**config.mk**
```make
export PLATFORM = sky130hd
export DESIGN_NAME = mdu_sequencer_flat
export DESIGN_NICKNAME = d
export VERILOG_FILES = /design/src/rtl/rv32im_pkg.sv /design/src/rtl/mdu_sequencer_if.sv /design/src/rtl/mdu_timeout_cnt.sv /design/src/rtl/mdu_sequencer.sv /design/src/flat_wrapper.sv
export SDC_FILE = /design/constraint.sdc
export NUM_CORES = 1
export LEC_CHECK = 0
export CORE_AREA = 2 2 83 85
export DETAILED_ROUTE_END_ITERATION = 7
export DIE_AREA = 0 0 85 87
export SYNTH_ARGS = -nofsm -noshare
export SYNTH_HDL_FRONTEND = slang
export SYNTH_SLANG_ARGS = --single-unit
export TNS_END_PERCENT = 10
```
**constraint.sdc**
```tcl
create_clock -name clk -period 2.3 [get_ports clk]
set_clock_uncertainty 0.1 [all_clocks]
set_input_delay 0.345 -clock clk [delete_from_list [all_inputs] [get_ports clk]]
set_output_delay 0.345 -clock clk [all_outputs]
set_load 0.01 [all_outputs]
```
**src/rtl/rv32im_pkg.sv**
```systemverilog
// Shared types and constants for the RV32IM multiply/divide sequencing logic.
package rv32im_pkg;

    typedef enum logic [1:0] {
        IDLE  = 2'd0,
        ISSUE = 2'd1,
        WAIT  = 2'd2,
        WB    = 2'd3
    } mdu_state_e;

    localparam logic [31:0] MDU_TIMEOUT_RESULT = 32'hFFFF_FFFF;

endpackage

```
**src/rtl/mdu_sequencer_if.sv**
```systemverilog
// Bundle of controller/MDU/write-back signals around the MDU sequencer.
interface mdu_sequencer_if;

    logic        is_mdu;
    logic        reg_write_en_in;
    logic        mdu_ready;
    logic [31:0] mdu_result;
    logic        mdu_valid;
    logic        stall;
    logic        reg_write_en_out;
    logic [31:0] result;
    logic        busy;
    logic        timeout_err;

    // Master is the surrounding datapath (controller, MDU, write-back).
    modport master (
        output is_mdu, reg_write_en_in, mdu_ready, mdu_result,
        input  mdu_valid, stall, reg_write_en_out, result, busy, timeout_err
    );

    modport slave (
        input  is_mdu, reg_write_en_in, mdu_ready, mdu_result,
        output mdu_valid, stall, reg_write_en_out, result, busy, timeout_err
    );

endinterface

```
**src/rtl/mdu_timeout_cnt.sv**
```systemverilog
// Clear/increment counter with a terminal-count flag, used to bound MDU waits.
module mdu_timeout_cnt #(
    parameter int unsigned     WIDTH    = 6,
    parameter logic [WIDTH-1:0] TERMINAL = '1
) (
    input  logic clk,
    input  logic rst,
    input  logic clr_i,
    input  logic inc_i,
    output logic tc_o
);

    logic [WIDTH-1:0] cnt_q;
    logic [WIDTH-1:0] cnt_d;

    always_comb begin
        cnt_d = cnt_q;
        if (clr_i) begin
            cnt_d = '0;
        end else if (inc_i) begin
            cnt_d = cnt_q + 1'b1;
        end
    end

    // NOTE: state registers use non-blocking assignments only; the combinational
    // next-state block above uses blocking assignments with a default first.
    always_ff @(posedge clk) begin
        if (rst) begin
            cnt_q <= '0;
        end else begin
            cnt_q <= cnt_d;
        end
    end

    assign tc_o = (cnt_q == TERMINAL);

endmodule

```
**src/rtl/mdu_sequencer.sv**
```systemverilog
// Freezes PC and register write around a multi-cycle MDU operation, issues the
// start pulse, waits for completion (bounded) and presents one write-back cycle.
module mdu_sequencer
    import rv32im_pkg::*;
#(
    parameter int unsigned TIMEOUT_CYCLES = 64
) (
    input  logic              clk,
    input  logic              rst,
    mdu_sequencer_if.slave    bus
);

    localparam int unsigned CNT_W = $clog2(TIMEOUT_CYCLES);

    mdu_state_e  state_q, state_d;
    logic [31:0] result_q, result_d;
    logic        timeout_err_q, timeout_err_d;

    logic cnt_clr;
    logic cnt_inc;
    logic cnt_tc;
    logic mdu_valid;
    logic stall;
    logic reg_write_en;

    // The counter sits at 0 throughout IDLE and ISSUE and already counts the
    // ISSUE cycle, so TIMEOUT_CYCLES covers ISSUE plus WAIT and WB lands in
    // cycle TIMEOUT_CYCLES+1.
    mdu_timeout_cnt #(
        .WIDTH    (CNT_W),
        .TERMINAL (CNT_W'(TIMEOUT_CYCLES - 1))
    ) u_timeout_cnt (
        .clk   (clk),
        .rst   (rst),
        .clr_i (cnt_clr),
        .inc_i (cnt_inc),
        .tc_o  (cnt_tc)
    );

    // NOTE: every output of this block gets a default first, so no path can
    // leave a signal unassigned and infer a latch.
    always_comb begin
        state_d       = state_q;
        result_d      = result_q;
        timeout_err_d = timeout_err_q;
        cnt_clr       = 1'b0;
        cnt_inc       = 1'b0;
        mdu_valid     = 1'b0;
        stall         = 1'b1;
        reg_write_en  = 1'b0;

        unique case (state_q)
            IDLE: begin
                stall        = bus.is_mdu;
                reg_write_en = bus.reg_write_en_in & ~bus.is_mdu;
                cnt_clr      = 1'b1;
                if (bus.is_mdu) begin
                    state_d = ISSUE;
                end
            end
            ISSUE: begin
                mdu_valid = 1'b1;
                cnt_inc   = 1'b1;
                if (bus.mdu_ready) begin
                    result_d = bus.mdu_result;
                    state_d  = WB;
                end else begin
                    state_d = WAIT;
                end
            end
            WAIT: begin
                // A ready on the terminal cycle takes priority over the timeout.
                if (bus.mdu_ready) begin
                    result_d = bus.mdu_result;
                    state_d  = WB;
                end else if (cnt_tc) begin
                    result_d      = MDU_TIMEOUT_RESULT;
                    timeout_err_d = 1'b1;
                    state_d       = WB;
                end else begin
                    cnt_inc = 1'b1;
                end
            end
            WB: begin
                stall        = 1'b0;
                reg_write_en = bus.reg_write_en_in;
                state_d      = IDLE;
            end
            default: state_d = IDLE;
        endcase
    end

    always_ff @(posedge clk) begin
        if (rst) begin
            state_q       <= IDLE;
            result_q      <= '0;
            timeout_err_q <= 1'b0;
        end else begin
            state_q       <= state_d;
            result_q      <= result_d;
            timeout_err_q <= timeout_err_d;
        end
    end

    assign bus.mdu_valid        = mdu_valid;
    assign bus.stall            = stall;
    assign bus.reg_write_en_out = reg_write_en;
    assign bus.result           = result_q;
    assign bus.busy             = (state_q != IDLE);
    assign bus.timeout_err      = timeout_err_q;

endmodule
```
**src/flat_wrapper.sv**
```systemverilog
// flat-port wrapper written by rule: the top's interface ports become plain ports
module mdu_sequencer_flat import rv32im_pkg::*;
#(
    parameter int unsigned TIMEOUT_CYCLES = 64
)
  (clk, rst, bus_is_mdu, bus_reg_write_en_in, bus_mdu_ready, bus_mdu_result, bus_mdu_valid, bus_stall, bus_reg_write_en_out, bus_result, bus_busy, bus_timeout_err);
  mdu_sequencer_if bus_i ();
  input  logic clk;
  input  logic rst;
  input wire logic [$bits(bus_i.is_mdu)-1:0] bus_is_mdu;
  input wire logic [$bits(bus_i.reg_write_en_in)-1:0] bus_reg_write_en_in;
  input wire logic [$bits(bus_i.mdu_ready)-1:0] bus_mdu_ready;
  input wire logic [$bits(bus_i.mdu_result)-1:0] bus_mdu_result;
  output wire logic [$bits(bus_i.mdu_valid)-1:0] bus_mdu_valid;
  output wire logic [$bits(bus_i.stall)-1:0] bus_stall;
  output wire logic [$bits(bus_i.reg_write_en_out)-1:0] bus_reg_write_en_out;
  output wire logic [$bits(bus_i.result)-1:0] bus_result;
  output wire logic [$bits(bus_i.busy)-1:0] bus_busy;
  output wire logic [$bits(bus_i.timeout_err)-1:0] bus_timeout_err;
  assign bus_i.is_mdu = bus_is_mdu;
  assign bus_i.reg_write_en_in = bus_reg_write_en_in;
  assign bus_i.mdu_ready = bus_mdu_ready;
  assign bus_i.mdu_result = bus_mdu_result;
  assign bus_mdu_valid = bus_i.mdu_valid;
  assign bus_stall = bus_i.stall;
  assign bus_reg_write_en_out = bus_i.reg_write_en_out;
  assign bus_result = bus_i.result;
  assign bus_busy = bus_i.busy;
  assign bus_timeout_err = bus_i.timeout_err;
  mdu_sequencer #(.TIMEOUT_CYCLES(TIMEOUT_CYCLES)) u_core (.clk(clk), .rst(rst), .bus(bus_i));
endmodule
```
# --- Word level (Yosys, flattened, before mapping) ---
# Cells that the tools add are included.
totals:
  word_cells: 38
  inputBits: 37
  register_bits: 41
op_classes:
  n_reduce_logical: 7
  mux: 16
  n_bitwise: 3
  n_eq_ne: 7
  n_addsub: 1
ops:
  columns: ["operator", "count"]
  rows:
  - ["$mux W32", 3]
  - ["$pmux W32 S2", 1]
  - ["$pmux W2 S4", 1]
  - ["$add A6 B1 Y6 const B", 1]
  - ["$eq A6 B6 Y1 const B", 1]
  - ["$mux W2", 3]
  - ["$pmux W1 S2", 3]
  - ["$reduce_and A3 Y1", 2]
  - ["$mux W1", 5]
  - ["$eq A2 B2 Y1 const B", 2]
  - ["$ne A2 B2 Y1 const B", 2]
  - ["$reduce_bool A2 Y1", 2]
  - ["$ne A3 B2 Y1 const B", 1]
  - ["$eq A2 B1 Y1 const B", 1]
  - ["$logic_not A2 Y1", 1]
  - ["$not A1 Y1", 2]
  - ["$reduce_and A2 Y1", 1]
  - ["$reduce_or A2 Y1", 1]
  - ["$and A1 B1 Y1", 1]

# --- Depth between registers and ports, before layout ---
# Gate-level depths: netlist of the first run.
logic_depth:
  ltp_word: 4
  mapped_depth: 7
  ltp_nobuf: 6

# --- Hierarchy ---
# A second synthesis of the first run with hierarchy kept.
unflattened:
  hier_cells: 199
  area_unflattened_um2: 1898.1
modules_own_cells:
  columns: ["module", "seq_area_each_um2", "n_inst", "area_per_inst_um2", "cells_each"]
  rows:
  - ["mdu_sequencer", 700.7, 1, 1636.6, 170]
  - ["mdu_timeout_cnt", 120.1, 1, 261.5, 29]

# --- Worst setup path before layout of the first run ---
# OpenSTA, ideal clock, no wires.
synth_timing:
  kind: "register to register"
  start: "register u_core.state_q[1]"
  end: "register u_core.u_timeout_cnt.cnt_q[1]"
  n_path_buf: 0
  t_arrival_ns: 1.471
  period_less_slack_ns: 1.691
  slack_ns: 0.609
  t_required_ns: 2.079
  path_stages_with_launch: 7
  cell_sequence: "dfxtp_1 inv_1 ha_1 nand3b_1 o221ai_2 mux2i_1 nor2_1"
synth_via:
  elab_chain_len: 3
  elab_cells_between_ends: 6
synth_rtl:
  columns: ["item", "line_no", "source"]
  rows:
  - ["start, declared", "mdu_sequencer.sv:15", "mdu_state_e state_q, state_d;"]
  - ["start signal, assigned", "mdu_sequencer.sv:99", "state_q <= state_d;"]
  - ["$logic_not A2 Y1", "mdu_sequencer.sv:52", "unique case (state_q)"]
  - ["$mux W1", "mdu_sequencer.sv:52", null]
  - ["$reduce_or A2 Y1 (no source line)", null, null]
  - ["end signal, assigned", "mdu_timeout_cnt.sv:31", "cnt_q <= cnt_d;"]
  - ["end, declared", "mdu_timeout_cnt.sv:13", "logic [WIDTH-1:0] cnt_q;"]
# Several ways; a longest one is shown, not always the timed one.
# A chain may end at the register's enable or synchronous reset.

# --- Worst setup path in the final report of the first run ---
layout_timing:
  start: "register u_core.state_q[0]"
  end: "output port bus_reg_write_en_out"
layout_via:
  elab_chain_len: 2
  elab_cells_between_ends: 3
layout_rtl:
  columns: ["item", "line_no", "source"]
  rows:
  - ["$eq A2 B2 Y1 or $logic_not A2 Y1 (tied branches)", "mdu_sequencer.sv:52", null]
  - ["$pmux W1 S2 (*)", "mdu_sequencer.sv:52", null]
  - ["end, declared", "flat_wrapper.sv:16", "output wire logic [$bits(bus_i.reg_write_en_out)-1:0] bus_reg_write_en_out;"]
# Every way passes the cells marked *; elsewhere a longest branch is shown, timed or not.

==> impl_metrics.yaml, run 1 <==
status:
  status: "completed"
final_layout:
  num_antenna_cells: 0
  multiInputGateArea_um2: 697
  fin_util_pct: 40.3
  register_area_um2: 821
  n_fill_cell: 671
  fin_nets: 317
  area_growth_pct: 57.2
  drive_above_1_share_pct: 6.52
routing:
  drtAntennaViolNets: 0
  drtPass1Iterations: 4
  wl_per_cell_um: 11.7
  wl_um: 4170
  highest_layer: "met4"
  wl_met1_um: 1930
  dr_total_vias: 1557
  dr_wl_met3_um: 190
  met2WireLength_um: 1990
  routed_via_density: 4.37
  drc: 0
  drt_iter0_drc: 63
logic_synthesis:
  syn_area_um2: 1690
  synth_adder_area_share_pct: 3.71
  synth_xor_area_share_pct: 0.520
  synth_compound_area_share_pct: 21.2
  synth_cell_type_count: 28
  yosys.area_share.simple_pct: 14.6
  ys_seq_area_share_pct: 48.7
  yosys_register_bits: 41
  synth_mux_area_share_pct: 0.594
  syn_area_per_cell_um2: 8.38
  syn_nets: 243
  synth_top_family_by_area: "compound AO/OA/AOI/OAI gates"
  ys_warn_count: 0
  syn_inst: 201
clock_network:
  cts_num_sinks: 41
  clockRootBuffer: "clkbuf_8"
  clockBufferDepth: 2
  clock_latency_ns: 0.28
  cts_hold_buffers: 0
  cts_tree: "built"
  htree_levels: 2
  cts_buffers: 5
  path_clk_slew_ns: 0.08
power:
  peakVddDrop_mv: 0.428
  power.density_nw_per_um2: 1120
  leakagePower_nw: 0.974
grt:
  gr-usage-all-layers_pct: 11.3
  grt_pass1_vias: 1471
  overflow: 0
  grt_first_pass_wirelength_um: 6760
  antenna_found_initial: 0
  grt_max_degree: 27
timing:
  maxSlewHeadroom_pct: 69.7
  setup_viol: 0
  layout_min_cycle_time_ns: 2.11
  hold_violations: 0
  clock.fmax_mhz: 475
  rsz0062_at_grt: "false"
  finalCritPeriodShare_pct: 91.6
  maxSlewViolCount: 0
  tightest_slew_ns: 0.455
  tns_ns: 0
placed_design:
  io_buffers: 73
  gp_congestion: 0.693
  dp_hpwl_um: 3080
floorplan:
  die_area_um2: 7400
  core_area_um2: 6570
  num_rows: 30
  die_width_um: 85
  die_h_um: 87
  initial_core_util_pct: 25.7
  num_io_pins: 74
job:
  drv_cap: 0
setup_path:
  worstSetupStartpointType: "flip-flop"
  crit_type: "flip-flop to output port"
  worstPathRequired_ns: 1.86
  worstSetupEndpointType: "output port"
  crit_fanout: 4
  cp.arrival_ns: 1.66
hold_path:
  hold_class: "flip-flop to flip-flop"
-- layer usage --
metal / track usage [%] / vias up
li1: - / 814
met1: 14.2 / 704
met2: 18.5 / 35
met3: 3.03 / 4
met4: 4.33 / 0
met5: 0 / -
-- registers in the layout, indices dropped and copies added (netlist names) --
register / cells
u_core.bus.result: 32
u_core.bus.timeout_err: 1
u_core.u_timeout_cnt.cnt_q: 6
u_core.state_q: 2
-- worst max-delay path, stage by stage, from the launching register on --
cell	delay, ns
dfxtp_1	0.34
inv_1	0.11
ha_2	0.22
inv_1	0.08
nor2_1	0.14
nor2_1	0.05
nor3b_1	0.16
clkdlybuf4s15_1	0.26
-- logic make-up (layout without fill, tap and decap cells) --
family / count (synthesis) / count (layout)
xor+xnor: 1 / 1
simple gates: 55 / 55
mux: 1 / 1
compound gates: 51 / 51
flops: 41 / 41
fa+ha+maj: 5 / 5
buf+inv: 47 / 122
-- cells in the final DEF (no fill, tap or decap), types with 2 or more instances in the layout --
master / n
nand3_1: 2
ha_1: 4
nand2_1: 3
clkdlybuf4s50_1: 71
clkbuf_8: 6
or3_1: 4
a21oi_1: 8
a211oi_1: 32
nor2_1: 39
dfxtp_1: 41
inv_1: 36
buf_4: 4
o21ai_0: 5
-- Yosys cell counts, drive strengths merged --
| library cell | instances | area (um^2) |
|---|---|---|
| dfxtp | 41 | 821 |
| nor2 | 39 | 146 |
| inv | 36 | 135 |
| a211oi | 32 | 240 |
| a21oi | 8 | 40.0 |
| clkbuf | 7 | 26.3 |
| o21ai | 6 | 30.0 |
| ha | 5 | 62.6 |
| buf | 4 | 18.8 |
| or3 | 4 | 25.0 |
| nand2 | 3 | 11.3 |
| nand3 | 3 | 20.0 |
| a21o | 1 | 7.51 |
| a41o | 1 | 10.0 |
| and2b | 1 | 7.51 |
| and4 | 1 | 8.76 |
| mux2i | 1 | 10.0 |
| nand2b | 1 | 6.26 |
| nand3b | 1 | 7.51 |
| nor3b | 1 | 7.51 |
| o211ai | 1 | 7.51 |
| o221ai | 1 | 15.0 |
| o22ai | 1 | 6.26 |
| or2 | 1 | 6.26 |
| xor2 | 1 | 8.76 |
-- worst paths after layout --
kind | end | slack [ns] | startpoint | cells after the start
worst max register to register | u_core.bus.result[12] | 0.38 | u_core.state_q[1] | 6
worst min-delay path | u_core.bus.result[20] | 0.35 | u_core.bus.result[20] | 2
worst max-delay path | bus_reg_write_en_out | 0.19 | u_core.state_q[0] | 7
worst min register to register | u_core.bus.result[20] | 0.35 | u_core.bus.result[20] | 2
-- area by class of cell --
cell class / instances / area share, %
Clock buffer: 7 / 3.26
Clock inverter: 1 / 1.13
Inverter: 36 / 5.10
Multi-Input combinational cell: 113 / 26.3
Sequential cell: 41 / 31.0
Tap cell: 80 / 3.78
Timing Repair Buffer: 78 / 29.4
-- per-stage QoR --
stage               setup slack, ns  total power [mW]  hold slack, ns  instance area [um^2]  std cells
finish                        0.194              2.98           0.354                  2650        356
global route                 0.0111              3.19           0.369                  2650        356
CTS                           0.133              3.02           0.355                  2650        356
detailed placement            0.172              2.43           0.340                  2530        348
global placement              0.201              2.42           0.340                  2530        348
floorplan                     0.609              1.72           0.371                  1690        201
-- report_power, final --
group	internal (mW)	switching, mW
Combinational	0.701	0.655
Sequential	0.922	0.114
Clock	0.354	0.230
-- repair_timing --
action	4_1_cts	5_1_grt
resized for setup	2	2
setup endpoints to repair	2	1
buffers inserted	0	0
Note: power is estimated with default switching activity, not from simulation.
==> run 2, diff against run 1 <==
Settings changed: CORE_AREA 2 2 83 85 to 2 2 70 72, DIE_AREA 0 0 85 87 to 0 0 72 74, PLACE_DENSITY set to 0.72, SLEW_MARGIN set to 20.
==> run 2 against run 1 <==
Die area fell by 28%. Utilization rose by 16 points. Combinational power barely moved. Largest cell class unchanged.
==> impl_metrics.yaml, run 2 (synthesis results as in run 1) <==
floorplan:
  num_rows: 25
  die_width_um: 72
  num_io_pins: 74
  die_area_um2: 5330
  initial_core_util_pct: 36.7
  die_h_um: 74
  core_area_um2: 4600
timing:
  maxSlewHeadroom_pct: 70.9
  clock.fmax_mhz: 469
  maxSlewViolCount: 0
  rsz0062_at_grt: "false"
  hold_violations: 0
  layout_min_cycle_time_ns: 2.13
  tightest_slew_ns: 0.432
  setup_viol: 0
  tns_ns: 0
  finalCritPeriodShare_pct: 92.7
routing:
  drtAntennaViolNets: 0
  highest_layer: "met4"
  drc: 0
  met2WireLength_um: 1730
  dr_total_vias: 1551
  wl_um: 3780
  routed_via_density: 4.69
  wl_met1_um: 1780
  wl_per_cell_um: 11.4
  dr_wl_met3_um: 235
  drtPass1Iterations: 2
  drt_iter0_drc: 59
setup_path:
  worstPathRequired_ns: 1.86
  crit_type: "flip-flop to output port"
  critPathTopFamily: "buffers and inverters"
  crit_slowest_cell: "clkdlybuf4s50_1"
  crit_fanout: 4
  worst-path-buf-inv: 3
  crit_path_max_incr_delay_ns: 0.56
  worstSetupEndpointType: "output port"
  cpMostUsedCell: "inv_1"
  worstSetupStartpointType: "flip-flop"
  crit_chain: "inv_1, ha_1, inv_1, clkdlybuf4s50_1"
  cp.arrival_ns: 1.69
power:
  p_clk_share_pct: 15.6
  power_frac_comb_pct: 47.5
  peakVddDrop_mv: 0.486
  switchingPower_uw: 975
  seqPwrFrac_pct: 36.9
  power.density_nw_per_um2: 1090
  power.share.switching_pct: 34.8
  finalPower_mw: 2.80
  internal_power_mw: 1.83
  leakagePower_nw: 0.960
job:
  drv_cap: 0
grt:
  grt_first_pass_wirelength_um: 6230
  overflow: 0
  gr-usage-all-layers_pct: 14.7
  grt_max_degree: 19
  antenna_found_initial: 0
  grt_pass1_vias: 1442
final_layout:
  largest_register_ffs: 32
  final_cell_mix: "71 x clkdlybuf4s50_1, 41 x dfxtp_1, 38 x nor2_1, 36 x inv_1, 32 x a211oi_1"
  final_common_cell: "clkdlybuf4s50_1"
  area_growth_pct: 53.0
  drive_above_1_share_pct: 6.50
  num_antenna_cells: 0
  instances_no_fill: 331
  fin_nets: 318
  fin_util_pct: 56.1
clock_network:
  htree_levels: 2
  clock_latency_ns: 0.28
  clockBufferDepth: 2
  cts_tree: "built"
  cts_hold_buffers: 0
  cts_setup_buffers: 0
  clockRootBuffer: "clkbuf_8"
  cts_buffers: 5
  path_clk_slew_ns: 0.07
  cts_num_sinks: 41
placed_design:
  io_buffers: 73
  dp.cells: 323
  dp_hpwl_um: 2800
  gp_congestion: 0.853
hold_path:
  hold_class: "flip-flop to flip-flop"
status:
  status: "completed"
-- run 2: cell types whose count changed in the layout (fill, tap and decap cells not counted), sizes merged --
cell / delta
buf: +1
bufinv: -1
clkbuf: +1
clkdlybuf4s15: -1
dlygate4sd2: +1
-- run 2: repair_timing --
action / 4_1_cts / 5_1_grt
resized for setup: 2 / 2
endpoints found under the setup margin: 2 / 1
pin swaps: 0 / 0
cloned: 0 / 0
-- run 2: tightest hold or removal path: cells and delay by family, from the launching register on --
| kind | cells | cell delay, ns |
|---|---|---|
| AO/OA/AOI/OAI | 1 | 0.05 |
| flip-flops | 1 | 0.31 |
| buffers and inverters | 1 | 0.05 |
-- run 2: routing by layer --
metal	global-route usage [%]	up-vias
met5	0	-
met4	5.03	0
met3	4.88	5
met2	24.4	41
met1	18.0	691
li1	-	814
-- run 2: through the flow --
| stage | hold slack (ns) | setup WS (ns) | instance area [um^2] |
|---|---|---|---|
| final | 0.352 | 0.169 | 2580 |
| after global routing | 0.371 | 0.0376 | 2580 |
| after CTS | 0.355 | 0.170 | 2570 |
| after detailed placement | 0.340 | 0.185 | 2490 |
| after global placement | 0.339 | 0.206 | 2490 |
| after floorplan | 0.371 | 0.609 | 1690 |
-- run 2: final timing paths --
kind	from	end	slack, ns	cells after the start
setup / recovery	u_core.state_q[0]	bus_busy	0.17	4
hold / removal	u_core.bus.result[10]	u_core.bus.result[10]	0.35	2
hold reg to reg	u_core.bus.result[10]	u_core.bus.result[10]	0.35	2
setup reg to reg	u_core.state_q[1]	u_core.bus.result[30]	0.43	7
-- run 2: power groups by stage --
stage / Sequential [mW] / Clock (mW) / Combinational, mW
6_report: 1.03 / 0.436 / 1.33
3_3_place_gp: 1.04 / 0 / 1.33
3_5_place_dp: 1.05 / 0 / 1.34
2_1_floorplan: 1.13 / 0 / 0.587
4_1_cts: 1.04 / 0.458 / 1.34
5_1_grt: 1.06 / 0.485 / 1.47
-- run 2: layout make-up --
cell class | count | area [um^2]
well taps | 54 | 67.6
inverters | 36 | 135
flip-flops and latches | 41 | 821
clock buffers | 8 | 80.1
fillers | 436 | 2020
multi-input cells | 113 | 702
repair buffers | 79 | 773
